===== src/rtl/uart_pkg.sv =====
// Shared UART definitions: transmitter FSM states and frame geometry.
package uart_pkg;
    localparam int UART_OSR       = 6;
    localparam int UART_DATA_BITS = 8;

    typedef enum logic [1:0] {
        ST_IDLE,
        ST_START,
        ST_DATA,
        ST_STOP
    } uart_state_e;
endpackage


===== src/rtl/uart_tx_fifo.sv =====
// Synchronous FIFO with wrap-bit pointers; read data valid whenever not empty.
// Latency: write visible on rdata the cycle after push when previously empty.
// Backpressure: push ignored while full; simultaneous push and pop both honoured.
module tx_fifo #(
    parameter int WIDTH = 8,
    parameter int DEPTH = 4
) (
    input  logic             clk,
    input  logic             reset_n,
    input  logic             push,
    input  logic             pop,
    input  logic [WIDTH-1:0] wdata,
    output logic [WIDTH-1:0] rdata,
    output logic             full,
    output logic             empty
);
    localparam int AW = $clog2(DEPTH);
    localparam logic [AW:0] PTR_ONE = 1;

    logic [AW:0]      wr_ptr_q, wr_ptr_d;
    logic [AW:0]      rd_ptr_q, rd_ptr_d;
    logic [WIDTH-1:0] mem_q [DEPTH];
    logic             do_push, do_pop;

    // Equal index with differing wrap bit means the writer has lapped the reader.
    assign empty   = (wr_ptr_q == rd_ptr_q);
    assign full    = (wr_ptr_q[AW] != rd_ptr_q[AW]) &&
                     (wr_ptr_q[AW-1:0] == rd_ptr_q[AW-1:0]);
    assign do_push = push && !full;
    assign do_pop  = pop && !empty;
    assign rdata   = mem_q[rd_ptr_q[AW-1:0]];

    assign wr_ptr_d = do_push ? wr_ptr_q + PTR_ONE : wr_ptr_q;
    assign rd_ptr_d = do_pop  ? rd_ptr_q + PTR_ONE : rd_ptr_q;

    always_ff @(posedge clk or negedge reset_n) begin
        if (!reset_n) begin
            wr_ptr_q <= '0;
            rd_ptr_q <= '0;
        end else begin
            wr_ptr_q <= wr_ptr_d;
            rd_ptr_q <= rd_ptr_d;
        end
    end

    always_ff @(posedge clk) begin
        if (do_push) begin
            mem_q[wr_ptr_q[AW-1:0]] <= wdata;
        end
    end
endmodule


===== src/rtl/uart_tx.sv =====
// 8N1 UART transmitter timed by an external OSR-times-baud enable, fed by a small FIFO.
// Latency: start bit drives the line one clk after the first uart_clk pulse that sees data queued.
// Backpressure: tx_ready is the registered FIFO not-full flag; producer holds tx_valid until taken.
module uart_tx
    import uart_pkg::*;
#(
    parameter int OSR   = UART_OSR,
    parameter int DEPTH = 4
) (
    input  logic       clk,
    input  logic       reset_n,
    input  logic       uart_clk,
    input  logic [7:0] tx_data,
    input  logic       tx_valid,
    output logic       tx_ready,
    output logic       tx,
    output logic       busy
);
    localparam int TW = (OSR > 1) ? $clog2(OSR) : 1;
    localparam int BW = $clog2(UART_DATA_BITS);
    localparam logic [TW-1:0] TICK_LAST = TW'(OSR - 1);
    localparam logic [TW-1:0] TICK_ONE  = 1;
    localparam logic [BW-1:0] BIT_LAST  = BW'(UART_DATA_BITS - 1);
    localparam logic [BW-1:0] BIT_ONE   = 1;

    uart_state_e      state_q, state_d;
    logic [TW-1:0]    tick_q, tick_d;
    logic [BW-1:0]    bit_q, bit_d;
    logic [7:0]       shift_q, shift_d;
    logic             tx_q, tx_d;
    logic             fifo_pop, fifo_full, fifo_empty, tick_last;
    logic [7:0]       fifo_rdata;

    tx_fifo #(
        .WIDTH (8),
        .DEPTH (DEPTH)
    ) u_fifo (
        .clk     (clk),
        .reset_n (reset_n),
        .push    (tx_valid && tx_ready),
        .pop     (fifo_pop),
        .wdata   (tx_data),
        .rdata   (fifo_rdata),
        .full    (fifo_full),
        .empty   (fifo_empty)
    );

    assign tx_ready  = !fifo_full;
    assign tx        = tx_q;
    assign busy      = (state_q != ST_IDLE) || !fifo_empty;
    assign tick_last = (tick_q == TICK_LAST);

    always_ff @(posedge clk or negedge reset_n) begin
        if (!reset_n) begin
            state_q <= ST_IDLE;
            tick_q  <= '0;
            bit_q   <= '0;
            shift_q <= '0;
            tx_q    <= 1'b1;
        end else begin
            state_q <= state_d;
            tick_q  <= tick_d;
            bit_q   <= bit_d;
            shift_q <= shift_d;
            tx_q    <= tx_d;
        end
    end

    // Every transition happens on a uart_clk pulse; the level set there holds for OSR further pulses.
    always_comb begin
        state_d  = state_q;
        tick_d   = tick_q;
        bit_d    = bit_q;
        shift_d  = shift_q;
        tx_d     = tx_q;
        fifo_pop = 1'b0;
        if (uart_clk) begin
            unique case (state_q)
                ST_IDLE: begin
                    if (!fifo_empty) begin
                        fifo_pop = 1'b1;
                        shift_d  = fifo_rdata;
                        tick_d   = '0;
                        bit_d    = '0;
                        tx_d     = 1'b0;
                        state_d  = ST_START;
                    end
                end
                ST_START: begin
                    if (tick_last) begin
                        tick_d  = '0;
                        bit_d   = '0;
                        tx_d    = shift_q[0];
                        state_d = ST_DATA;
                    end else begin
                        tick_d = tick_q + TICK_ONE;
                    end
                end
                ST_DATA: begin
                    if (tick_last) begin
                        tick_d  = '0;
                        shift_d = shift_q >> 1;
                        bit_d   = bit_q + BIT_ONE;
                        if (bit_q == BIT_LAST) begin
                            tx_d    = 1'b1;
                            state_d = ST_STOP;
                        end else begin
                            tx_d = shift_q[1];
                        end
                    end else begin
                        tick_d = tick_q + TICK_ONE;
                    end
                end
                ST_STOP: begin
                    if (tick_last) begin
                        tick_d = '0;
                        bit_d  = '0;
                        // Back-to-back frames: the stop bit's last tick launches the next start bit.
                        if (!fifo_empty) begin
                            fifo_pop = 1'b1;
                            shift_d  = fifo_rdata;
                            tx_d     = 1'b0;
                            state_d  = ST_START;
                        end else begin
                            tx_d    = 1'b1;
                            state_d = ST_IDLE;
                        end
                    end else begin
                        tick_d = tick_q + TICK_ONE;
                    end
                end
                default: state_d = ST_IDLE;
            endcase
        end
    end
endmodule


===== config.mk =====
export PLATFORM = sky130hd
export DESIGN_NAME = uart_tx
export DESIGN_NICKNAME = d
export VERILOG_FILES = /design/src/rtl/uart_pkg.sv /design/src/rtl/uart_tx_fifo.sv /design/src/rtl/uart_tx.sv
export SDC_FILE = /design/constraint.sdc
export NUM_CORES = 1
export LEC_CHECK = 0
export CORE_MARGIN = 10
export CORE_UTILIZATION = 59
export DETAILED_ROUTE_END_ITERATION = 10
export PLACE_DENSITY = 0.79
export SYNTH_ARGS = -nofsm -noshare
export SYNTH_HDL_FRONTEND = slang
export SYNTH_SLANG_ARGS = --single-unit

===== constraint.sdc =====
create_clock -name clk -period 2.6 [get_ports clk]
set_input_delay 0.52 -clock clk [delete_from_list [all_inputs] [get_ports clk]]
set_output_delay 0.52 -clock clk [all_outputs]
set_load 0.005 [all_outputs]

Yosys cells after proc, flatten, opt, wreduce, memory -nomap -nowiden

Memories as Yosys holds them, arrays and structs flattened.
Index checks and enable logic that the tools add are counted.

Bits in registers: 23
Bits in latches: 0
RAM bits: 32
Memory bits (read-only): 0
Input port bits: 12
Output and inout bits: 3
Memories: 1

$add $sub $neg: 4
Multipliers: 0
Div/mod/pow operators: 0
Magnitude comparators: 0
Eq/ne operators: 14
Shift operators: 0
Multiplexer cells: 30
Bitwise gates (word level): 0
Reductions and logical operators: 17

Memories:

| name         | depth | bits a word | read ports | clocked after Yosys merged registers in | write ports | line               | text |
|---|---|---|---|---|---|---|---|
| u_fifo.mem_q | 4     | 8           | 1          | 0                                       | 1           | uart_tx_fifo.sv:22 | `logic [WIDTH-1:0] mem_q [DEPTH];` |

Operators with widths:

| operator                                             | count |
|---|---|
| 2-to-1 mux 8 bit                                     | 3 |
| case mux 8 bit (3 select lines)                      | 1 |
| adder 3 x 1 -> 3 bit (second input constant)         | 4 |
| 2-to-1 mux 1 bit                                     | 12 |
| 2-to-1 mux 3 bit                                     | 4 |
| 2-to-1 mux 2 bit                                     | 5 |
| != test 2 bit (second input constant)                | 5 |
| case mux 3 bit (3 select lines)                      | 1 |
| case mux 2 bit (4 select lines)                      | 1 |
| AND reduction 4 bit                                  | 2 |
| equality test 3 bit (second input constant)          | 2 |
| case mux 3 bit (2 select lines)                      | 1 |
| AND reduction 6 bit                                  | 1 |
| AND reduction 5 bit                                  | 1 |
| equality test 2 bit (second input constant)          | 2 |
| logical AND 1 bit                                    | 4 |
| case mux 1 bit (4 select lines)                      | 1 |
| equality test 3 bit                                  | 1 |
| nonzero test 3 bit                                   | 1 |
| OR reduction 3 bit                                   | 1 |
| equality test 2 x 1 -> 1 bit (second input constant) | 1 |
| equality test 2 bit                                  | 1 |
| logical NOT 1 bit                                    | 2 |
| logical NOT 2 bit                                    | 1 |
| 7 further kinds                                      | 7 |

Longest topological paths before layout

Gate-level depths: netlist (run 1).

Depth after elaboration: 7
Gate-level depth with buffers: 8

By module

A second synthesis (run 1) with hierarchy kept.

Cells, all modules: 177
Area, all modules: 2663.8 um^2

Modules (own cells, without submodules):

| module  | times used | cells each | area an instance (um^2) |
|---|---|---|---|
| tx_fifo | 1          | 90         | 1629.1 |
| uart_tx | 1          | 87         | 1034.7 |

Least setup slack after synthesis (run 1)

No wires, ideal clock.

Kind: reg2reg
Start point: register state_q[0]
End point: register shift_q[0]
Library setup time: 0.125 ns
Arrival time: 1.702 ns
Setup slack: 0.773 ns
Stages on the path, launching flop included: 9
Path buffers: 2
Path through: dfrtp_1 > inv_1 > ha_1 > clkbuf_1 > or2_2 > clkbuf_1 > o22ai_1 > a21oi_1 > mux2_4

Cells in the longest elaborated chain, start to end: 3
Elaborated cells between the ends (all ways): 8

RTL lines:

| item                                                          | line          | text |
|---|---|---|
| start, declared                                               | uart_tx.sv:26 | `uart_state_e state_q, state_d;` |
| start signal, assigned                                        | uart_tx.sv:61 | `state_q <= state_d;` |
| equality test 2 bit or logical NOT 2 bit (tied branches)      | uart_tx.sv:78 | `unique case (state_q)` |
| != test 2 bit (no line) or nonzero test 3 bit (tied branches) | --            |  |
| AND reduction 4 bit (no line)                                 | --            |  |
| end signal, assigned                                          | uart_tx.sv:64 | `shift_q <= shift_d;` |
| end, declared                                                 | uart_tx.sv:29 | `logic [7:0] shift_q, shift_d;` |

Several ways; a longest one is shown, not always the timed one.
A chain may end at the register's enable or synchronous reset.

Final worst setup path (run 1)

Start point: register u_fifo.rd_ptr_q[0]
End point: output busy

Cells in the longest elaborated chain, start to end: 3

RTL lines:

| item                   | line               | text |
|---|---|---|
| start, declared        | uart_tx_fifo.sv:21 | `logic [AW:0] rd_ptr_q, rd_ptr_d;` |
| start signal, assigned | uart_tx_fifo.sv:42 | `rd_ptr_q <= rd_ptr_d;` |
| equality test 3 bit    | uart_tx_fifo.sv:26 | `assign empty = (wr_ptr_q == rd_ptr_q);` |
| logical NOT 1 bit      | uart_tx.sv:50      | `assign busy = (state_q != ST_IDLE) \|\| !fifo_empty;` |
| logical OR 1 bit       | uart_tx.sv:50      |  |
| end, declared          | uart_tx.sv:17      | `output logic busy` |

No other way between the ends.

==> results of run 1 <==
## final cells by class
class | count | area share (%)
multi-input combinational | 111 | 35.3
tap | 52 | 2.22
timing repair buffer | 16 | 5.29
inverter | 14 | 1.79
clock buffer | 6 | 2.47
clock inverter | 2 | 0.554
sequential | 55 | 52.4
## per-layer routing
metal / part of all wire (%) / GRT usage, % / wire [µm] / up-vias
li1: - / - / - / 700
met1: 39 / 13.6 / 1780 / 731
met2: 55 / 22.9 / 2480 / 22
met3: 4.1 / 3.75 / 187 / 9
met4: 1.6 / 4.93 / 71 / 0
met5: 0 / 0 / 0 / -
## placed cells by master, fill, tap and decap left out, types with 2 or more instances in the layout
cell type / synthesis / routed
nor3_1: 3 / 2
mux2_4: 9 / 9
or2_2: 2 / 2
xor2_1: 3 / 3
a21oi_1: 8 / 8
nand2_1: 5 / 5
dfrtp_1: 22 / 22
buf_4: 1 / 2
nor2_1: 3 / 3
edfxtp_1: 32 / 32
inv_1: 14 / 14
nand3_1: 2 / 2
mux2_1: 2 / 2
o22ai_1: 7 / 7
xor2_2: 3 / 3
o21ai_0: 3 / 3
and2_1: 4 / 4
clkbuf_8: 0 / 5
mux2i_1: 3 / 3
clkdlybuf4s50_1: 0 / 14
mux2_2: 16 / 16
ha_1: 13 / 13
nor2b_1: 2 / 2
xnor2_1: 4 / 4
nand2b_1: 3 / 3
## power groups by stage
stage | sequential, mW | combinational [mW] | clock, mW
2_1_floorplan | 1.37 | 1.26 | 0
3_5_place_dp | 1.45 | 1.54 | 0
4_1_cts | 1.43 | 1.54 | 0.478
6_report | 1.43 | 1.54 | 0.468
3_3_place_gp | 1.42 | 1.45 | 0
5_1_grt | 1.46 | 1.69 | 0.518
## worst register-to-register path, cell delays in order, from the launching register on
cell     delay, ns
dfrtp_1       0.43
inv_1         0.13
ha_1          0.41
or2_2         0.44
o22ai_1       0.26
a21oi_1       0.08
mux2_4        0.28
## kinds of logic after synthesis
family                   after synthesis  share of synthesized area [%]
flip-flops                            55                           57.7
AND/OR/NAND/NOR                       32                           7.13
multiplexers                          31                           14.6
AO/OA/AOI/OAI                         25                           6.62
buffers and inverters                 21                           3.71
adder cells (fa/ha/maj)               13                           6.10
XOR/XNOR                              10                           4.13
## sequential cells by signal, summed over array words and instances, names as in the netlist
name	cells
u_fifo.mem_q	32
shift_q	8
bit_q	3
tick_q	3
u_fifo.rd_ptr_q	3
u_fifo.wr_ptr_q	3
state_q	2
tx	1
## stage by stage
stage          power (mW)  hold WS (ns)  worst slack, ns  cell area (µm²)  std cells
2_1_floorplan        2.63         0.224            0.773             2670        187
3_3_place_gp         2.87         0.498            0.462             2840        248
3_5_place_dp         2.99         0.497            0.432             2840        248
4_1_cts              3.46         0.531           0.0811             2930        256
5_1_grt              3.67         0.546           0.0669             2930        256
6_report             3.44         0.531            0.184             2930        256
## worst paths after layout
path	end	slack, ns	depth (start not counted)
max	busy	0.18	4
min	shift_q[3]	0.53	1
max reg2reg	shift_q[5]	0.46	6
min reg2reg	shift_q[3]	0.53	1
max in group asynchronous	tx	1.77	2
min in group asynchronous	u_fifo.rd_ptr_q[2]	0.55	2
==> summary.md, run 1 <==
| Metric | Value |
|---|---|
| Fillers | `312` |
| Largest net degree at the start of global routing | `24` |
| Gpl congestion | `0.838` |
| Outcome | `complete, no violations` |
| Sequential fraction of the synthesis area | `57.7%` |
| Cell taking the most area after synthesis | `edfxtp_1` |
| Area of the multi-input gates | `1030 µm²` |
| Post-Syn Area | `2670 µm²` |
| Max-Cap Viols | `0` |
| CTS tree | `yes` |
| Reg area | `1540 µm²` |
| Via/cell ratio | `5.71` |
| Syn Inst Count | `187` |
| Leakage | `1.16 nW` |
| VDD IR max | `0.596 mV` |
| CORE AREA | `4350 µm²` |
| Share of power burned in registers | `41.6%` |
| Synth cell count leaders | `edfxtp_1 (32), dfrtp_1 (22), mux2_2 (16)` |
| Largest fanout on the critical path | `7` |
| CP Capture Type | `primary output` |
| Wire length of the first global-routing pass | `7570 µm` |
| Final ANT Viol Nets | `0` |
| Chip Height | `87.2 µm` |
| Seq cells post-synth | `55` |
| Synth cell types | `43` |
| Clk_skew | `0.00831 ns` |
| Final wirelength | `4530 µm` |
| CTS Sinks | `55` |
| Sw frac | `37.2%` |
| Clk pwr share | `13.6%` |
| Syn_area_per_cell | `14.3 µm²` |
| Worst hold path startpoint | `shift_q[3]` |
| Slowest CP cell | `dfrtp_1` |
| Min Tclk post-route | `2.42 ns` |
| Top FF cell, synth | `edfxtp_1` |
| Ys async rst share | `41.8%` |
| Via Count | `1462` |
| Max H-tree Level | `2` |
| # port buffers | `14` |
| Worst rel slew slack | `64.0%` |
| Final Hold Vio Count | `0` |
| Final core area utilization | `67.4%` |
| Ant. Diodes | `0` |
| Area grow syn2layout | `10.0%` |
| Pins Over Slew Limit | `0` |
| Critical R2R Launch | `state_q[0]` |
| Clock-pin slew on the worst setup and hold paths | `0.10 ns` |
| Resized cells post-CTS | `0` |
| Drt first pass iters | `4` |
| Post-route DRC violation count | `0` |
| Critical Path Source Type | `flop` |
| Initial DRC Count | `47` |
| Fin nets | `228` |
| GRT Total Usage | `12.7%` |
| Layout cells sized above 1 | `22.5%` |
| Top Ports | `15` |
| Crit Path Class | `flop to primary output` |
| Largest cells by area after synthesis | `edfxtp_1 (36%), dfrtp_1 (21%), mux2_2 (6.8%)` |
| Die area | `7610 µm²` |
| Hold-fix buffers at CTS | `0` |
| Final setup TNS | `0 ns` |
| Total CTS buffers | `5` |
| Crit path DAT | `1.90 ns` |
| Cells along the critical path | `xor2_2 > nor3_2 > nand2_1 > clkdlybuf4s50_1` |
| Hold Crit Class | `flop to flop` |
| WL per Instance | `17.7 µm` |
| Setup violators final | `0` |
| Initial antenna violation count | `0` |
| Top cell type's share of synthesized area | `36.0%` |
| CTS Root Cell | `clkbuf_8` |
| Die width | `87.2 µm` |
| WP buf/inv | `1` |
| Clk Latency, worst-skew pair | `0.31 ns` |
| Cell Int Power | `2.16 mW` |
| Worst Setup SP | `u_fifo.rd_ptr_q[0]` |
| CP peak stage delay | `0.50 ns` |
| Bufs on Longest Clock Path | `2` |
| Syn nets | `212` |
| EDFF count, synth | `32` |
| Max Clock Freq | `414 MHz` |
| P per Cell Area | `1170 nW/µm²` |
| Sw power | `1.28 mW` |
| Logic pwr share | `44.8%` |
| Number of global-route vias before repair | `1630` |
| Synth Warn # | `0` |
| RSZ-0062 raised after global routing | `no` |
| Top Family by Delay on Critical Path | `flip-flops` |
| Post-CTS setup buffers | `0` |
| Row Count | `24` |
| Period utilization | `92.9%` |
| Most frequent cell after synthesis | `edfxtp_1` |
| Detail Placement HPWL | `3310 µm` |
| Worst EP required | `2.08 ns` |
| Gr ovfl total | `0` |
| Initial Util | `61.2%` |
| Slew @ Worst Pin | `0.541 ns` |
(Power assumes the default switching activity.)
==> inputs of run 2 (changes only) <==
--- a/config.mk
+++ b/config.mk
@@ -5,6 +5,7 @@
 export SDC_FILE = /design/constraint.sdc
 export NUM_CORES = 1
 export LEC_CHECK = 0
+export ABC_AREA = 1
 export CORE_MARGIN = 10
 export CORE_UTILIZATION = 59
 export DETAILED_ROUTE_END_ITERATION = 10
==> summary.md, run 2 <==
| Metric | Value |
|---|---|
| CTS Sinks | `55 (unchanged)` |
| RSZ-0062 raised after global routing | `no (unchanged)` |
| Max-Cap Viols | `0 (unchanged)` |
| Initial DRC Count | `118 (was 47)` |
| Drt first pass iters | `4 (unchanged)` |
| Synth Warn # | `0 (unchanged)` |
| Final worst slack | `0.206 ns (was 0.184 ns)` |
| Chip Height | `87.9 µm (was 87.2 µm)` |
| Initial Util | `61.7% (was 61.2%)` |
| Largest net degree at the start of global routing | `24 (unchanged)` |
| Final setup TNS | `0 ns (unchanged)` |
| CP Capture Type | `primary output (unchanged)` |
| Initial antenna violation count | `0 (unchanged)` |
| Most frequent cells in the layout | `nand2_1 (65), edfxtp_1 (32), nand3_1 (25) (was edfxtp_1 (32), dfrtp_1 (22), mux2_2 (16))` |
| Setup violators final | `0 (unchanged)` |
| Dpl ws | `0.540 ns (was 0.432 ns)` |
| # port buffers | `14 (unchanged)` |
| VDD IR max | `0.547 mV (was 0.596 mV)` |
| Top Ports | `15 (unchanged)` |
| Leakage | `1.30 nW (was 1.16 nW)` |
| Worst Setup SP | `u_fifo.rd_ptr_q[0] (unchanged)` |
| Final std cells w/o fill | `344 (was 256)` |
| Syn_area_per_cell | `10.1 µm² (was 14.3 µm²)` |
| Synth cell count leaders | `nand2_1 (65), edfxtp_1 (32), nand3_1 (25) (was edfxtp_1 (32), dfrtp_1 (22), mux2_2 (16))` |
| Gr ovfl total | `0 (unchanged)` |
| Max FFs per register | `32 (unchanged)` |
| Clk_skew | `0.0131 ns (was 0.00831 ns)` |
| Syn nets | `294 (was 212)` |
| CTS tree | `yes (unchanged)` |
| Largest cells by area after synthesis | `edfxtp_1 (35%), dfrtp_1 (20%), nand2_1 (9.0%) (was edfxtp_1 (36%), dfrtp_1 (21%), mux2_2 (6.8%))` |
| Max H-tree Level | `2 (unchanged)` |
| Post-CTS setup buffers | `0 (unchanged)` |
| Hold Crit Class | `flop to flop (unchanged)` |
| Largest fanout on the critical path | `18 (was 7)` |
| P per Cell Area | `1130 nW/µm² (was 1170 nW/µm²)` |
| Row Count | `24 (unchanged)` |
| Pins Over Slew Limit | `0 (unchanged)` |
| Post-route DRC violation count | `0 (unchanged)` |
| WL per Instance | `13.3 µm (was 17.7 µm)` |
| Clk Latency, worst-skew pair | `0.31 ns (about the same)` |
| Most frequent cell after synthesis | `nand2_1 (was edfxtp_1)` |
| Fin nets | `316 (was 228)` |
| Outcome | `complete, no violations (unchanged)` |
| Ant. Diodes | `0 (unchanged)` |
| Number of global-route vias before repair | `1762 (was 1630)` |
| Post-Syn Area | `2720 µm² (was 2670 µm²)` |
| Top cell type's share of synthesized area | `35.3% (was 36.0%)` |
| Final ANT Viol Nets | `0 (unchanged)` |
| Gpl congestion | `0.870 (was 0.838)` |
| Sequential fraction of the synthesis area | `56.5% (was 57.7%)` |
| Final Hold Vio Count | `0 (unchanged)` |
| Min Tclk post-route | `2.39 ns (was 2.42 ns)` |
| Resized cells post-CTS | `0 (unchanged)` |
| Syn Inst Count | `269 (was 187)` |
| Worst hold path startpoint | `tx (was shift_q[3])` |
| Slew @ Worst Pin | `0.416 ns (was 0.541 ns)` |
| Worst rel slew slack | `72.2% (was 64.0%)` |
| Final wirelength | `4570 µm (was 4530 µm)` |
| CORE AREA | `4410 µm² (was 4350 µm²)` |
| Cell taking the most area after synthesis | `edfxtp_1 (unchanged)` |
| Ys async rst share | `41.8% (unchanged)` |
| Fillers | `341 (was 312)` |
| Period utilization | `92.1% (was 92.9%)` |
| EDFF count, synth | `32 (unchanged)` |
| Crit Path Class | `flop to primary output (unchanged)` |
| Bufs on Longest Clock Path | `2 (unchanged)` |
| CTS Root Cell | `clkbuf_8 (unchanged)` |
| Via/cell ratio | `5.30 (was 5.71)` |
| Via Count | `1824 (was 1462)` |
| Seq cells post-synth | `55 (unchanged)` |
| Critical Path Source Type | `flop (unchanged)` |
| GRT Total Usage | `13.2% (was 12.7%)` |
| Worst EP required | `2.08 ns (about the same)` |
| Max Clock Freq | `418 MHz (was 414 MHz)` |
| Die area | `7730 µm² (was 7610 µm²)` |
| Layout cells sized above 1 | `17.1% (was 22.5%)` |
| Dpl cells | `336 (was 248)` |
| Hold-fix buffers at CTS | `0 (unchanged)` |
| Total CTS buffers | `5 (unchanged)` |
| Area grow syn2layout | `10.9% (was 10.0%)` |
| Wire length of the first global-routing pass | `8060 µm (was 7570 µm)` |
| Die width | `87.9 µm (was 87.2 µm)` |
| Detail Placement HPWL | `3340 µm (was 3310 µm)` |
| Most common cell after layout, fill and taps aside | `nand2_1 (was edfxtp_1)` |
| Final core area utilization | `68.5% (was 67.4%)` |
| Crit path DAT | `1.87 ns (was 1.90 ns)` |
| Worst hold slack | `0.474 ns (was 0.531 ns)` |
| Critical R2R Launch | `state_q[0] (unchanged)` |
| Clock-pin slew on the worst setup and hold paths | `0.10 ns (about the same)` |
| Top FF cell, synth | `edfxtp_1 (unchanged)` |
| Synth cell types | `29 (was 43)` |
## run 2: changes by cell type after synthesis, moves of 4 or more
cell | previous run | this run
and2_1 | 4 | 0
inv_1 | 14 | 20
inv_2 | 0 | 6
mux2_2 | 16 | 0
mux2_4 | 9 | 0
nand2_1 | 5 | 65
nand2_2 | 0 | 8
nand2_4 | 0 | 4
nand3_1 | 2 | 25
nor2_1 | 3 | 17
o21ai_0 | 3 | 19
o21ai_2 | 0 | 7
o22ai_1 | 7 | 0
## run 2: final timing paths
kind	endpoint	slack (ns)	cells past startpoint
worst min-delay path	tx	0.47	2
max in group asynchronous	tx	1.76	2
worst max register to register	shift_q[1]	0.54	9
min in group asynchronous	shift_q[6]	0.54	2
worst min register to register	tx	0.47	2
worst max-delay path	busy	0.21	5
## run 2: cells by family (layout without fill, tap and decap cells)
logic type / count (synthesis) / count (layout) / share of synthesized area (%)
adder cells (fa/ha/maj): 13 / 13 / 5.97
AO/OA/AOI/OAI: 34 / 34 / 7.21
flip-flops: 55 / 55 / 56.5
buffers and inverters: 33 / 56 / 5.70
XOR/XNOR: 4 / 4 / 1.29
AND/OR/NAND/NOR: 130 / 130 / 23.4
## run 2: metal layers
layer	part of all wire, %	global-route usage (%)
met5	0	0
met4	1.1	4.78
met3	5.3	3.71
met2	50	21.7
met1	43	16.2
## run 2: critical path, stage by stage, from the launching register on
cell and delay (ns):
dfrtp_1 0.50, inv_4 0.23, nand2_4 0.07, nand2_4 0.10, nand4_2 0.16, clkdlybuf4s50_1 0.50
## run 2: final cells by class
cell class / instances / area, µm² / area share, %
clock buffers: 5 / 68.8 / 2.28
multi-input cells: 181 / 1030 / 34.1
repair buffers: 21 / 193 / 6.38
well taps: 52 / 65.1 / 2.15
flip-flops and latches: 55 / 1540 / 50.9
inverters: 27 / 104 / 3.44
clock inverters: 3 / 22.5 / 0.745
## run 2: power by group
group / leakage, nW / internal, mW / switching (mW)
logic: 0.675 / 0.577 / 0.985
registers: 0.578 / 1.21 / 0.167
clock network: 0.0485 / 0.193 / 0.271
total: 1.30 / 1.98 / 1.42
## run 2: metrics by stage
step	total power [mW]	instance area [µm²]
floorplan	2.61	2720
global placement	2.92	2930
detailed placement	2.97	2930
CTS	3.44	3020
global route	3.73	3020
finish	3.40	3020
